## src/rtl/axi_req_pkg.sv

```systemverilog
// Shared types for the {id, addr, data} request channel and its ID-tagged response.
package axi_req_pkg;

    localparam int unsigned DEF_ID_WIDTH   = 3;
    localparam int unsigned DEF_ADDR_WIDTH = 32;
    localparam int unsigned DEF_DATA_WIDTH = 32;

    typedef enum logic [1:0] {
        OKAY   = 2'b00,
        SLVERR = 2'b10
    } resp_t;

    typedef struct packed {
        logic [DEF_ID_WIDTH-1:0]   id;
        logic [DEF_ADDR_WIDTH-1:0] addr;
        logic [DEF_DATA_WIDTH-1:0] wdata;
    } req_t;

    typedef struct packed {
        logic [DEF_ID_WIDTH-1:0]   id;
        logic [DEF_DATA_WIDTH-1:0] rdata;
        resp_t                     resp;
    } rsp_t;

endpackage

```

## src/rtl/axi_req_responder_rsp_fifo.sv

```systemverilog
// Response FIFO: power-of-two depth, registered head/full/empty/count.
// The head register holds its last value once the FIFO drains.
module rsp_fifo #(
    parameter int unsigned WIDTH = 8,
    parameter int unsigned DEPTH = 4
) (
    input  logic                    clk,
    input  logic                    rstn,
    input  logic                    i_push,
    input  logic [WIDTH-1:0]        i_din,
    input  logic                    i_pop,
    output logic [WIDTH-1:0]        o_dout,
    output logic                    o_full,
    output logic                    o_empty,
    output logic [$clog2(DEPTH):0]  o_count
);

    localparam int unsigned PTR_W = $clog2(DEPTH);
    localparam int unsigned CNT_W = PTR_W + 1;

    logic [WIDTH-1:0] r_mem [DEPTH];
    logic [PTR_W-1:0] r_wr_ptr;
    logic [PTR_W-1:0] r_rd_ptr;
    logic [PTR_W-1:0] w_rd_ptr_next;
    logic [CNT_W-1:0] r_count;
    logic [CNT_W-1:0] w_count_next;
    logic             r_full;
    logic             r_empty;
    logic [WIDTH-1:0] r_dout;
    logic [WIDTH-1:0] w_head_next;
    logic             w_push;
    logic             w_pop;

    assign w_push = i_push & ~r_full;
    assign w_pop  = i_pop & ~r_empty;

    // Next read pointer, occupancy and head word (bypass when the new entry becomes head)
    always_comb begin
        w_rd_ptr_next = r_rd_ptr;
        if (w_pop) begin
            w_rd_ptr_next = r_rd_ptr + PTR_W'(1);
        end
        w_count_next = r_count + CNT_W'(w_push) - CNT_W'(w_pop);
        w_head_next  = r_mem[w_rd_ptr_next];
        if (w_push && (r_wr_ptr == w_rd_ptr_next)) begin
            w_head_next = i_din;
        end
    end

    // Storage write; contents need no reset because only counted entries are ever shown
    always_ff @(posedge clk) begin
        if (w_push) begin
            r_mem[r_wr_ptr] <= i_din;
        end
    end

    // Pointers, flags and registered head
    always_ff @(posedge clk or posedge rstn) begin
        if (rstn) begin
            r_wr_ptr <= '0;
            r_rd_ptr <= '0;
            r_count  <= '0;
            r_full   <= 1'b0;
            r_empty  <= 1'b1;
            r_dout   <= '0;
        end else begin
            if (w_push) begin
                r_wr_ptr <= r_wr_ptr + PTR_W'(1);
            end
            r_rd_ptr <= w_rd_ptr_next;
            r_count  <= w_count_next;
            r_full   <= (w_count_next == CNT_W'(DEPTH));
            r_empty  <= (w_count_next == '0);
            if (w_count_next != '0) begin
                r_dout <= w_head_next;
            end
        end
    end

    assign o_dout  = r_dout;
    assign o_full  = r_full;
    assign o_empty = r_empty;
    assign o_count = r_count;

endmodule

```

## src/rtl/axi_req_responder.sv

```systemverilog
// Request-channel completer: word read/write against a local register array,
// ID-tagged responses returned in order through a response FIFO.
// rstn is an asynchronous reset asserted high.
// Optional AXI_REQ_RESPONDER_STATS_EN adds saturating request/error counters.
module axi_req_responder
    import axi_req_pkg::*;
#(
    parameter int unsigned ID_WIDTH   = DEF_ID_WIDTH,
    parameter int unsigned ADDR_WIDTH = DEF_ADDR_WIDTH,
    parameter int unsigned DATA_WIDTH = DEF_DATA_WIDTH,
    parameter int unsigned MEM_DEPTH  = 16,
    parameter int unsigned RSP_DEPTH  = 4
) (
    input  logic                                     clk,
    input  logic                                     rstn,
    input  logic                                     req_valid_i,
    output logic                                     req_ready_o,
    input  logic                                     req_we_i,
    input  logic [ID_WIDTH+ADDR_WIDTH+DATA_WIDTH-1:0] req_data_i,
    output logic                                     rsp_valid_o,
    input  logic                                     rsp_ready_i,
    output logic [ID_WIDTH+DATA_WIDTH+1:0]           rsp_data_o
`ifdef AXI_REQ_RESPONDER_STATS_EN
    ,
    output logic [15:0]                              req_cnt_o,
    output logic [15:0]                              err_cnt_o
`endif
);

    localparam int unsigned REQ_W = ID_WIDTH + ADDR_WIDTH + DATA_WIDTH;
    localparam int unsigned RSP_W = ID_WIDTH + DATA_WIDTH + 2;
    localparam int unsigned IDX_W = $clog2(MEM_DEPTH);
    localparam int unsigned CNT_W = $clog2(RSP_DEPTH) + 1;

    logic [ID_WIDTH-1:0]   w_id;
    logic [ADDR_WIDTH-1:0] w_addr;
    logic [DATA_WIDTH-1:0] w_wdata;
    logic [IDX_W-1:0]      w_idx;
    logic                  w_err;
    logic                  w_push;
    logic [DATA_WIDTH-1:0] w_rdata;
    resp_t                 w_resp;
    logic [RSP_W-1:0]      w_rsp_din;
    logic                  w_full;
    logic                  w_empty;
    logic [CNT_W-1:0]      w_count;
    logic                  w_unused;
    logic                  r_live;
    logic [DATA_WIDTH-1:0] r_mem [MEM_DEPTH];

    // Request unpacking and address decode
    assign w_id    = req_data_i[REQ_W-1 -: ID_WIDTH];
    assign w_addr  = req_data_i[DATA_WIDTH +: ADDR_WIDTH];
    assign w_wdata = req_data_i[DATA_WIDTH-1:0];
    assign w_idx   = w_addr[2 +: IDX_W];
    assign w_err   = (w_addr[1:0] != 2'b00) || ((w_addr >> (IDX_W + 2)) != '0);

    // Ready depends only on registered state, never on rsp_ready_i
    assign req_ready_o = r_live & ~w_full;
    assign rsp_valid_o = ~w_empty;
    assign w_push      = req_valid_i & req_ready_o;

    // Response payload built at the acceptance edge
    assign w_rdata   = (!req_we_i && !w_err) ? r_mem[w_idx] : '0;
    assign w_resp    = w_err ? SLVERR : OKAY;
    assign w_rsp_din = {w_id, w_rdata, w_resp};

    // Occupancy is kept on the FIFO interface for debug visibility only
    assign w_unused = ^w_count;

    // Ready is held low in reset and rises on the first edge after release
    always_ff @(posedge clk or posedge rstn) begin
        if (rstn) begin
            r_live <= 1'b0;
        end else begin
            r_live <= 1'b1;
        end
    end

    // Register array; only accepted, error-free writes modify it
    always_ff @(posedge clk or posedge rstn) begin
        if (rstn) begin
            for (int unsigned i = 0; i < MEM_DEPTH; i++) begin
                r_mem[i] <= '0;
            end
        end else if (w_push && req_we_i && !w_err) begin
            r_mem[w_idx] <= w_wdata;
        end
    end

    rsp_fifo #(
        .WIDTH (RSP_W),
        .DEPTH (RSP_DEPTH)
    ) u_rsp_fifo (
        .clk     (clk),
        .rstn    (rstn),
        .i_push  (w_push),
        .i_din   (w_rsp_din),
        .i_pop   (rsp_ready_i),
        .o_dout  (rsp_data_o),
        .o_full  (w_full),
        .o_empty (w_empty),
        .o_count (w_count)
    );

`ifdef AXI_REQ_RESPONDER_STATS_EN
    logic [15:0] r_req_cnt;
    logic [15:0] r_err_cnt;

    // Saturating counters of accepted requests and SLVERR responses
    always_ff @(posedge clk or posedge rstn) begin
        if (rstn) begin
            r_req_cnt <= '0;
            r_err_cnt <= '0;
        end else if (w_push) begin
            if (r_req_cnt != 16'hFFFF) begin
                r_req_cnt <= r_req_cnt + 16'd1;
            end
            if (w_err && (r_err_cnt != 16'hFFFF)) begin
                r_err_cnt <= r_err_cnt + 16'd1;
            end
        end
    end

    assign req_cnt_o = r_req_cnt;
    assign err_cnt_o = r_err_cnt;
`endif

endmodule

```

## config.mk

```make
export PLATFORM = sky130hd
export DESIGN_NAME = axi_req_responder
export DESIGN_NICKNAME = d
export VERILOG_FILES = /design/src/rtl/axi_req_pkg.sv /design/src/rtl/axi_req_responder_rsp_fifo.sv /design/src/rtl/axi_req_responder.sv
export SDC_FILE = /design/constraint.sdc
export NUM_CORES = 1
export LEC_CHECK = 0
export CAP_MARGIN = 40
export CORE_AREA = 2 2 285 287
export DETAILED_ROUTE_END_ITERATION = 16
export DIE_AREA = 0 0 287 289
export PLACE_DENSITY = 0.57
export SLEW_MARGIN = 10
export SYNTH_ARGS = -nofsm -noshare
export SYNTH_HDL_FRONTEND = slang
export SYNTH_SLANG_ARGS = --single-unit
```

## constraint.sdc

```tcl
create_clock -name clk -period 59.3 [get_ports clk]
set_clock_uncertainty 0.2 [all_clocks]
set_input_delay 17.79 -clock clk [delete_from_list [all_inputs] [get_ports clk]]
set_output_delay 17.79 -clock clk [all_outputs]
set_load 0.02 [all_outputs]
```

After elaboration in Yosys (flattened, before gate mapping)
Memory sizes are Yosys's and may differ from the RTL's. A register that Yosys moved wholly into a read port is not among the register bits. Cells that the tools add are included.

$add $sub $neg: 4. Magnitude comparators: 2. Equal/unequal tests: 1. Multiplexer cells: 11. Bitwise gates (word level): 7. Reductions and logical operators: 11.

Operator list (number): $bwmux 512 (1); $bmux 32 s4 (1); $demux 32 s4 (1); $mux 32 (4); $reduce_bool 32->1 (1); $ge 5x5->1 const B (1); $lt 5x1->1 const B (1); $not 4->5 (1); $add 2x1->2 const B (2); $and 1x1->1 (4); $logic_and 1x1->1 (4); $mux 2 (2); $add 3x1->3 (1); $eq 3x3->1 const B (1); $logic_not 3->1 (1); $reduce_bool 3->1 (1); $sub 3x1->3 (1); $logic_not 1->1 (2); $mux 1 (2); $not 1->1 (2); $reduce_bool 2->1 (1); $logic_or 1x1->1 (1).

Flip-flop bits (word level): 522. Memory bits (writable): 148. Bits of input ports: 72. Output and inout bits: 39. Word-level logic and storage cells: 59. Memories kept: 1.

Memories: u_rsp_fifo.r_mem (depth 4, bits a word 37, read ports 1, clocked after memory_dff 1, wr ports 1, line axi_req_responder_rsp_fifo.sv:21) `logic [WIDTH-1:0] r_mem [DEPTH];`.

Longest topological paths before layout
Gate-level depths: netlist (run 1).

Depth after elaboration: 7. Mapped depth: 14. Gate-level depth less buffers: 11.

By module
A second synthesis (run 1) with hierarchy kept.

Cell total of the unflattened synthesis: 2003. Area total of the unflattened synthesis: 31941.9 sq um.

Modules (own cells, without submodules): axi_req_responder (instances 1, cells each 1423, area each 23336.1 sq um, seq. area each 12837.3 sq um); rsp_fifo (instances 1, cells each 580, area each 8605.8 sq um, seq. area each 5596.6 sq um).

Worst setup path before layout (run 1)
Ideal clock, no wire load.

Path kind: input to register. Start: in rsp_ready_i. End: reg u_rsp_fifo.r_dout[11] (netlist: u_rsp_fifo.o_dout[11]) (read register of u_rsp_fifo.r_mem). Library setup time: 0.141 ns. Arrival time: 20.389 ns. Data required time: 58.959 ns. Setup slack: 38.570 ns. Cell stages on the path: 14. Path buffers: 5. Cell sequence: nand2b_1 -> inv_1 -> clkbuf_1 -> buf_1 -> ha_1 -> inv_1 -> ha_1 -> fa_1 -> xnor2_1 -> or3_1 -> clkbuf_1 -> clkbuf_1 -> clkbuf_1 -> a31oi_1.

Longest elaborated chain between the ends: 3. Elaborated cells between the ends (all ways): 4. Those cells by class: add/sub: 1; mux: 1; bitwise: 1; reduce/logical: 1.

RTL lines: from (decl) (line axi_req_responder.sv:21) `input logic rsp_ready_i,`; $and 1x1->1 (line axi_req_responder_rsp_fifo.sv:35) `assign w_pop = i_pop & ~r_empty;`; $sub 3x1->3 (line axi_req_responder_rsp_fifo.sv:43) `w_count_next = r_count + CNT_W'(w_push) - CNT_W'(w_pop);`; named net u_rsp_fifo.w_count_next[2] (line axi_req_responder_rsp_fifo.sv:26) `logic [CNT_W-1:0] w_count_next;`; $reduce_bool 3->1 (line axi_req_responder_rsp_fifo.sv:74) `if (w_count_next != '0) begin`; to (decl) (line axi_req_responder_rsp_fifo.sv:29) `logic [WIDTH-1:0] r_dout;`.

The timed path passes the listed nets, and every way through them passes these cells. A chain may end at the register's enable or synchronous reset.

Final worst setup path (run 1)
Start: in rsp_ready_i. End: reg u_rsp_fifo.r_dout[36] (netlist: u_rsp_fifo.o_dout[36]) (read register of u_rsp_fifo.r_mem).

The elaborated chain is that of the path after synthesis.

==> key figures, run 1 <==
Run status
  – Status: finished clean

Clock tree
  – CTS Hold Buffers Added: 0
  – Cts repair resizes: 0
  – Clk sinks: 702
  – Maximum root-to-sink buffer count: 3
  – CTS root buffer: clkbuf_16
  – CTS H-tree lvls: 3
  – CTS Buf Count: a little under 80
  – Worst skew pair latency: between 0.6 and 0.7 ns
  – Post-CTS setup buffer count: 0
  – CTS clock-pin slew for the worst setup and hold paths: about 0.06 ns
  – CTS tree: yes

Route
  – Pre-Repair DR Iteration Count: 5
  – Vias: about 19000
  – DRC errors left: 0
  – Antenna-violating nets left: 0
  – Final WL: 80200 um
  – DR WL/cell: around 24 um
  – Number of DRC markers in iteration 0: ~1300
  – Vias per cell: 5.71

Layout
  – Layout cell share with drive strength beyond 1: 0.367
  – Final-layout fill cell count: a little under 7000
  – Most frequent cells in the layout: 555 x dfrtp_1, 492 x mux2_2, 144 x edfxtp_1, 129 x mux4_2, 107 x clkdlybuf4s50_1
  – Ant. Diodes: 0
  – NumNets Final: 2257
  – Most common cell after layout, fill and taps aside: dfrtp_1
  – Sequential cell area: 18300 um2
  – Area Growth Syn to Fin: 14.9%
  – Area occupied by multi-input gates: ~13000 um2

Pwr
  – Worst VDD drop: between 0.02 and 0.025 mV
  – Power, Total: 1.25 mW
  – PD cells: 34.4 nW/um2
  – Leak pwr: 16.4 nW

Timing
  – Relative slew slack: 0.297
  – Final hold vios: 0
  – Fin crit share: 0.356
  – RSZ-0062 raised after global routing: no
  – Final Critical Period: 21.12 ns
  – Setup TNS: 0 ns
  – Worst-case hold slack: 0.288 ns
  – Slew Viols, Final: 0
  – Final setup fails: 0
  – Fmax: around 47 MHz
  – Worst Max-Slew Pin Slew: between 1 and 1.5 ns

Global route
  – Vias in the first global route: 20058
  – Antenna violations before repair: 2
  – Met3 layer usage reported by global route: 0.0308
  – GRT overflow: 0
  – GRT busiest layer: met2
  – Met2 Track Usage GR: 0.323
  – First-pass GRT wire length: ~120000 um
  – All-layer global routing usage: 0.196
  – M1 GR Usage: 0.272
  – Largest net degree at the start of global routing: approximately 180

Synth
  – Syn Inst Count: about 2100
  – Synthesized area: roughly 32000 um2
  – FFs w/ async S/R, synth: 0.795
  – Post-synthesis sequential area ratio: 0.576
  – Synth cell types: 50
  – Number of flops mapped to enable cells by yosys: 144
  – Flop and latch count out of synthesis: ~700
  – Yosys Warn Count: 0
  – Top_reg_cell synth: dfrtp_1
  – Syn avg cell area: 14.9 um2
  – Syn_nets: between 2000 and 2500

Floorplan
  – Core area: around 80000 um2
  – Die Y: roughly 290 um
  – IO Pins: between 100 and 150
  – Initial core utilization: 0.398
  – Std-Cell Rows: around 100
  – Die area: 82900 um2
  – Die X: ~290 um

Worst setup path
  – Crit path kind: in2reg
  – Worst-path fanout max: 74
  – Reg2reg setup slack: about 55 ns
  – Crit start category: input pin
  – Critical Path End Type: flip-flop
  – Worst EP required: 59.63 ns
  – CP arrival: 21.44 ns

Placement
  – Final GP Congestion: roughly 0.73
  – I/O Buffers: approximately 110
  – Detailed placement HPWL: ~45000 um

Worst hold path
  – Hold Path Class: reg2reg

Flow run
  – Maximum capacitance violations: 0
[metal layers]
layer  share of wire  wire length [um]
met1            0.46             36700
met2            0.48             38300
met3           0.045              3570
met4           0.020              1570
met5         0.00034                27
[metrics by stage]
stage          instance area [um2]  setup WS (ns)  instances  utilization
3_5_place_dp                 34000          37.56       3157        0.425
6_report                     36500          38.18       3295        0.457
4_1_cts                      36500          38.21       3293        0.456
5_1_grt                      36500          37.89       3295        0.457
2_1_floorplan                31800          25.71       2135            -
3_3_place_gp                 33500          37.39       3137        0.419
[path summary, 6_finish.rpt]
path                                          from                    end  cells past startpoint
min in group asynchronous                     rstn   u_rsp_fifo.o_dout[4]                      2
worst max-delay path                   rsp_ready_i  u_rsp_fifo.o_dout[36]                     13
worst min register to register           r_mem[52]              r_mem[52]                      1
worst max register to register  u_rsp_fifo.o_empty   u_rsp_fifo.o_dout[5]                      8
worst min-delay path                     r_mem[52]              r_mem[52]                      1
max in group asynchronous                     rstn             r_mem[465]                      6
[area by class of cell]
| cell class | instances | area share |
|---|---|---|
| clock buffers | 111 | 0.0619 |
| clock inverters | 25 | 0.00700 |
| multi-input cells | 1227 | 0.343 |
| well taps | 1060 | 0.0363 |
| repair buffers | 158 | 0.0485 |
| inverters | 12 | 0.00144 |
| flip-flops and latches | 702 | 0.501 |
[registers in the layout (all words and copies together) (netlist names)]
name	flops
u_rsp_fifo.o_full	1
u_rsp_fifo.r_mem	144
r_mem	512
u_rsp_fifo.o_dout	36
r_live	1
u_rsp_fifo.o_count	3
u_rsp_fifo.r_rd_ptr	2
u_rsp_fifo.o_empty	1
u_rsp_fifo.r_wr_ptr	2
[synth_stat cells (4+ instances only)]
cell type / number / area share
nor2b_1: 4 / 0.00079
clkbuf_1: 97 / 0.011
a31oi_1: 31 / 0.0061
nand2_1: 100 / 0.012
mux4_2: 129 / 0.091
and3_1: 4 / 0.00079
a22oi_1: 64 / 0.015
a21oi_1: 40 / 0.0063
nand3_4: 10 / 0.0055
nor2_1: 103 / 0.012
mux2_1: 22 / 0.0078
mux2i_1: 34 / 0.011
buf_2: 56 / 0.0088
xnor2_1: 4 / 0.0011
nand4_1: 5 / 0.00098
a211o_1: 32 / 0.0088
buf_4: 13 / 0.0031
mux2_2: 492 / 0.17
dfrtp_1: 557 / 0.44
o211ai_1: 31 / 0.0073
buf_1: 15 / 0.0018
ha_1: 6 / 0.0024
o221ai_1: 4 / 0.0011
a221o_1: 32 / 0.010
o31ai_1: 32 / 0.0076
edfxtp_1: 144 / 0.14
inv_1: 12 / 0.0014
nor4_1: 7 / 0.0014
nand3_1: 6 / 0.00095
buf_6: 12 / 0.0043
o21ai_0: 6 / 0.00095
[power by group]
| part | switching (mW) | internal, mW |
|---|---|---|
| sequential | 0.0228 | 0.518 |
| clock | 0.192 | 0.286 |
| combinational | 0.138 | 0.0970 |
| total | 0.353 | 0.901 |
[critical path, stage by stage]
cell             delay, ns
clkdlybuf4s50_1       0.47
nand2b_2              0.07
inv_2                 0.05
buf_4                 0.66
ha_1                  0.37
inv_1                 0.06
ha_1                  0.17
fa_1                  0.47
or3_2                 0.49
buf_4                 0.35
inv_1                 0.22
a21oi_1               0.05
a21oi_1               0.17
[cells by family after synthesis]
| logic type | share of synthesized area |
|---|---|
| AO/OA/AOI/OAI | 0.0646 |
| XOR/XNOR | 0.00165 |
| adder cells (fa/ha/maj) | 0.00299 |
| buffers and inverters | 0.0314 |
| flip-flops | 0.576 |
| multiplexers | 0.285 |
| other | 0.000236 |
| AND/OR/NAND/NOR | 0.0384 |
Power figures use the tool's default switching activity.
==> run 2: changes to the inputs <==
==> constraint.sdc (replaced) <==
create_clock -name clk -period 19.5 [get_ports clk]
set_clock_uncertainty 0.2 [all_clocks]
set_input_delay 5.85 -clock clk [delete_from_list [all_inputs] [get_ports clk]]
set_output_delay 5.85 -clock clk [all_outputs]
set_load 0.02 [all_outputs]
==> run 2 against run 1 <==
  * Die area is the same
  * Register-to-register slack lost 40 ns
  * Power increased to 3.1 times the previous value
  * Worst hold slack got worse by 0.0017 ns
  * Via count barely moved
  * Routed wire length fell by 1.1%
  * Worst setup slack lost 28 ns
  * Clock power rose to 3.1 times the previous value
  * Critical endpoint is now u_rsp_fifo.o_dout[34]
  * Largest cell class unchanged
==> key figures, run 2 (synthesis results as in run 1) <==
Run status
  – Status: finished clean

Route
  – Pre-Repair DR Iteration Count: 8
  – DR WL/cell: 24.0 um
  – DRC errors left: 0
  – Number of DRC markers in iteration 0: around 1200
  – Antenna-violating nets left: 0
  – Vias: roughly 19000
  – Vias per cell: between 5 and 6
  – Final WL: 79400 um

Placement
  – Dpl ws: 9.19 ns
  – Detailed placement HPWL: 44200 um
  – I/O Buffers: 109
  – Final GP Congestion: 0.741

Layout
  – Most flop-heavy register: r_mem
  – Area Growth Syn to Fin: 14.8%
  – Most common cell after layout, fill and taps aside: dfrtp_1
  – Final-layout fill cell count: between 7000 and 8000
  – Max reg flops: between 500 and 600
  – NumNets Final: 2257
  – Layout cell share with drive strength beyond 1: 0.369
  – Most frequent cells in the layout: 555 x dfrtp_1, 492 x mux2_2, 144 x edfxtp_1, 129 x mux4_2, 107 x clkdlybuf4s50_1

Floorplan
  – IO Pins: between 100 and 150
  – Std-Cell Rows: 104
  – Initial core utilization: 0.398
  – Die X: roughly 290 um
  – Die Y: a little under 300 um
  – Die area: just over 80000 um2
  – Core area: approximately 80000 um2

Global route
  – First-pass GRT wire length: ~120000 um
  – Antenna violations before repair: 4
  – All-layer global routing usage: 0.193
  – Vias in the first global route: between 15000 and 20000
  – GRT overflow: 0
  – Largest net degree at the start of global routing: around 180

Timing
  – RSZ-0062 raised after global routing: no
  – Relative slew slack: 0.314
  – Final hold vios: 0
  – Fmax: 103 MHz
  – Worst Max-Slew Pin Slew: ~1.0 ns
  – Setup TNS: 0 ns
  – Slew Viols, Final: 0
  – Final Critical Period: ~10 ns
  – Final setup fails: 0
  – Slack of the critical path: around 9.8 ns
  – Fin crit share: 0.499

Worst setup path
  – CP arrival: 10.03 ns
  – Reg2reg setup slack: about 15 ns
  – Top delay family on crit path: buffers and inverters
  – Worst path cell trace: clkdlybuf4s50_1 > nand2b_2 > buf_4 > inv_2 > buf_4 > ha_1 > inv_1 > ha_1 > fa_1 > xnor2_1 > or3_2 > buf_4 > inv_1 > a21oi_1 > a21oi_1
  – Crit start category: input pin
  – Worst-path fanout max: 74
  – Slowest stage delay, CP: ~0.66 ns
  – CP max-delay cell: buf_4
  – Critical Path End Type: flip-flop
  – Most frequent CP cell: buf_4
  – Buf+Inv Stages, Crit Path: 7
  – Crit path kind: in2reg
  – Worst EP required: approximately 20 ns

Clock tree
  – Worst skew pair latency: ~0.62 ns
  – Post-CTS setup buffer count: 0
  – CTS Buf Count: 77
  – CTS root buffer: clkbuf_16
  – Cts repair resizes: 0
  – CTS H-tree lvls: 3
  – CTS tree: yes
  – CTS clock-pin slew for the worst setup and hold paths: ~0.060 ns
  – Maximum root-to-sink buffer count: 3
  – Clk sinks: between 700 and 800
  – CTS Hold Buffers Added: 0

Pwr
  – Worst VDD drop: 0.0862 mV
  – PD cells: between 100 and 150 nW/um2
  – Leak pwr: around 16 nW
  – Power, Total: 3.85 mW

Worst hold path
  – Hold Path Class: reg2reg

Flow run
  – Maximum capacitance violations: 0
-- run 2: final cells by class --
type,count,area (um2),area share
inverters,12,48.8,0.00134
clock inverters,34,354,0.00971
repair buffers,158,1660,0.0456
multi-input cells,1227,12500,0.344
clock buffers,109,2250,0.0618
flip-flops and latches,702,18300,0.502
diodes,1,2.50,0.0000686
well taps,1060,1330,0.0364
-- run 2: worst paths after layout --
| kind | startpoint | to | cells past startpoint |
|---|---|---|---|
| setup / recovery | rsp_ready_i | u_rsp_fifo.o_dout[34] | 15 |
| hold / removal | r_mem[54] | r_mem[54] | 1 |
| setup reg to reg | u_rsp_fifo.o_empty | u_rsp_fifo.o_dout[34] | 14 |
| hold reg to reg | r_mem[54] | r_mem[54] | 1 |
| max in group asynchronous | rstn | r_mem[304] | 6 |
| min in group asynchronous | rstn | r_live | 2 |
-- run 2: per-stage QoR --
stage                     cell area (um2)  utilization  instances  hold WS [ns]
after floorplan                     31800            -       2135         0.259
after global placement              33600        0.420       3144         0.268
after detailed placement            33800        0.424       3157         0.278
after CTS                           36500        0.456       3300         0.291
after global routing                36500        0.456       3302         0.299
final                               36500        0.456       3303         0.287
-- run 2: report_power, final --
part	internal [mW]	leakage, nW	switching [mW]
clock network	0.888	1.28	0.598
logic	0.299	6.01	0.434
registers	1.58	9.13	0.0562
-- run 2: layer usage --
| metal | GRT usage | up-vias | part of all wire |
|---|---|---|---|
| met2 | 0.322 | 399 | 0.49 |
| met5 | 0 | - | 0.00074 |
| li1 | - | 8180 | - |
| met1 | 0.265 | 10086 | 0.45 |
| met4 | 0.0509 | 8 | 0.020 |
| met3 | 0.0303 | 122 | 0.040 |
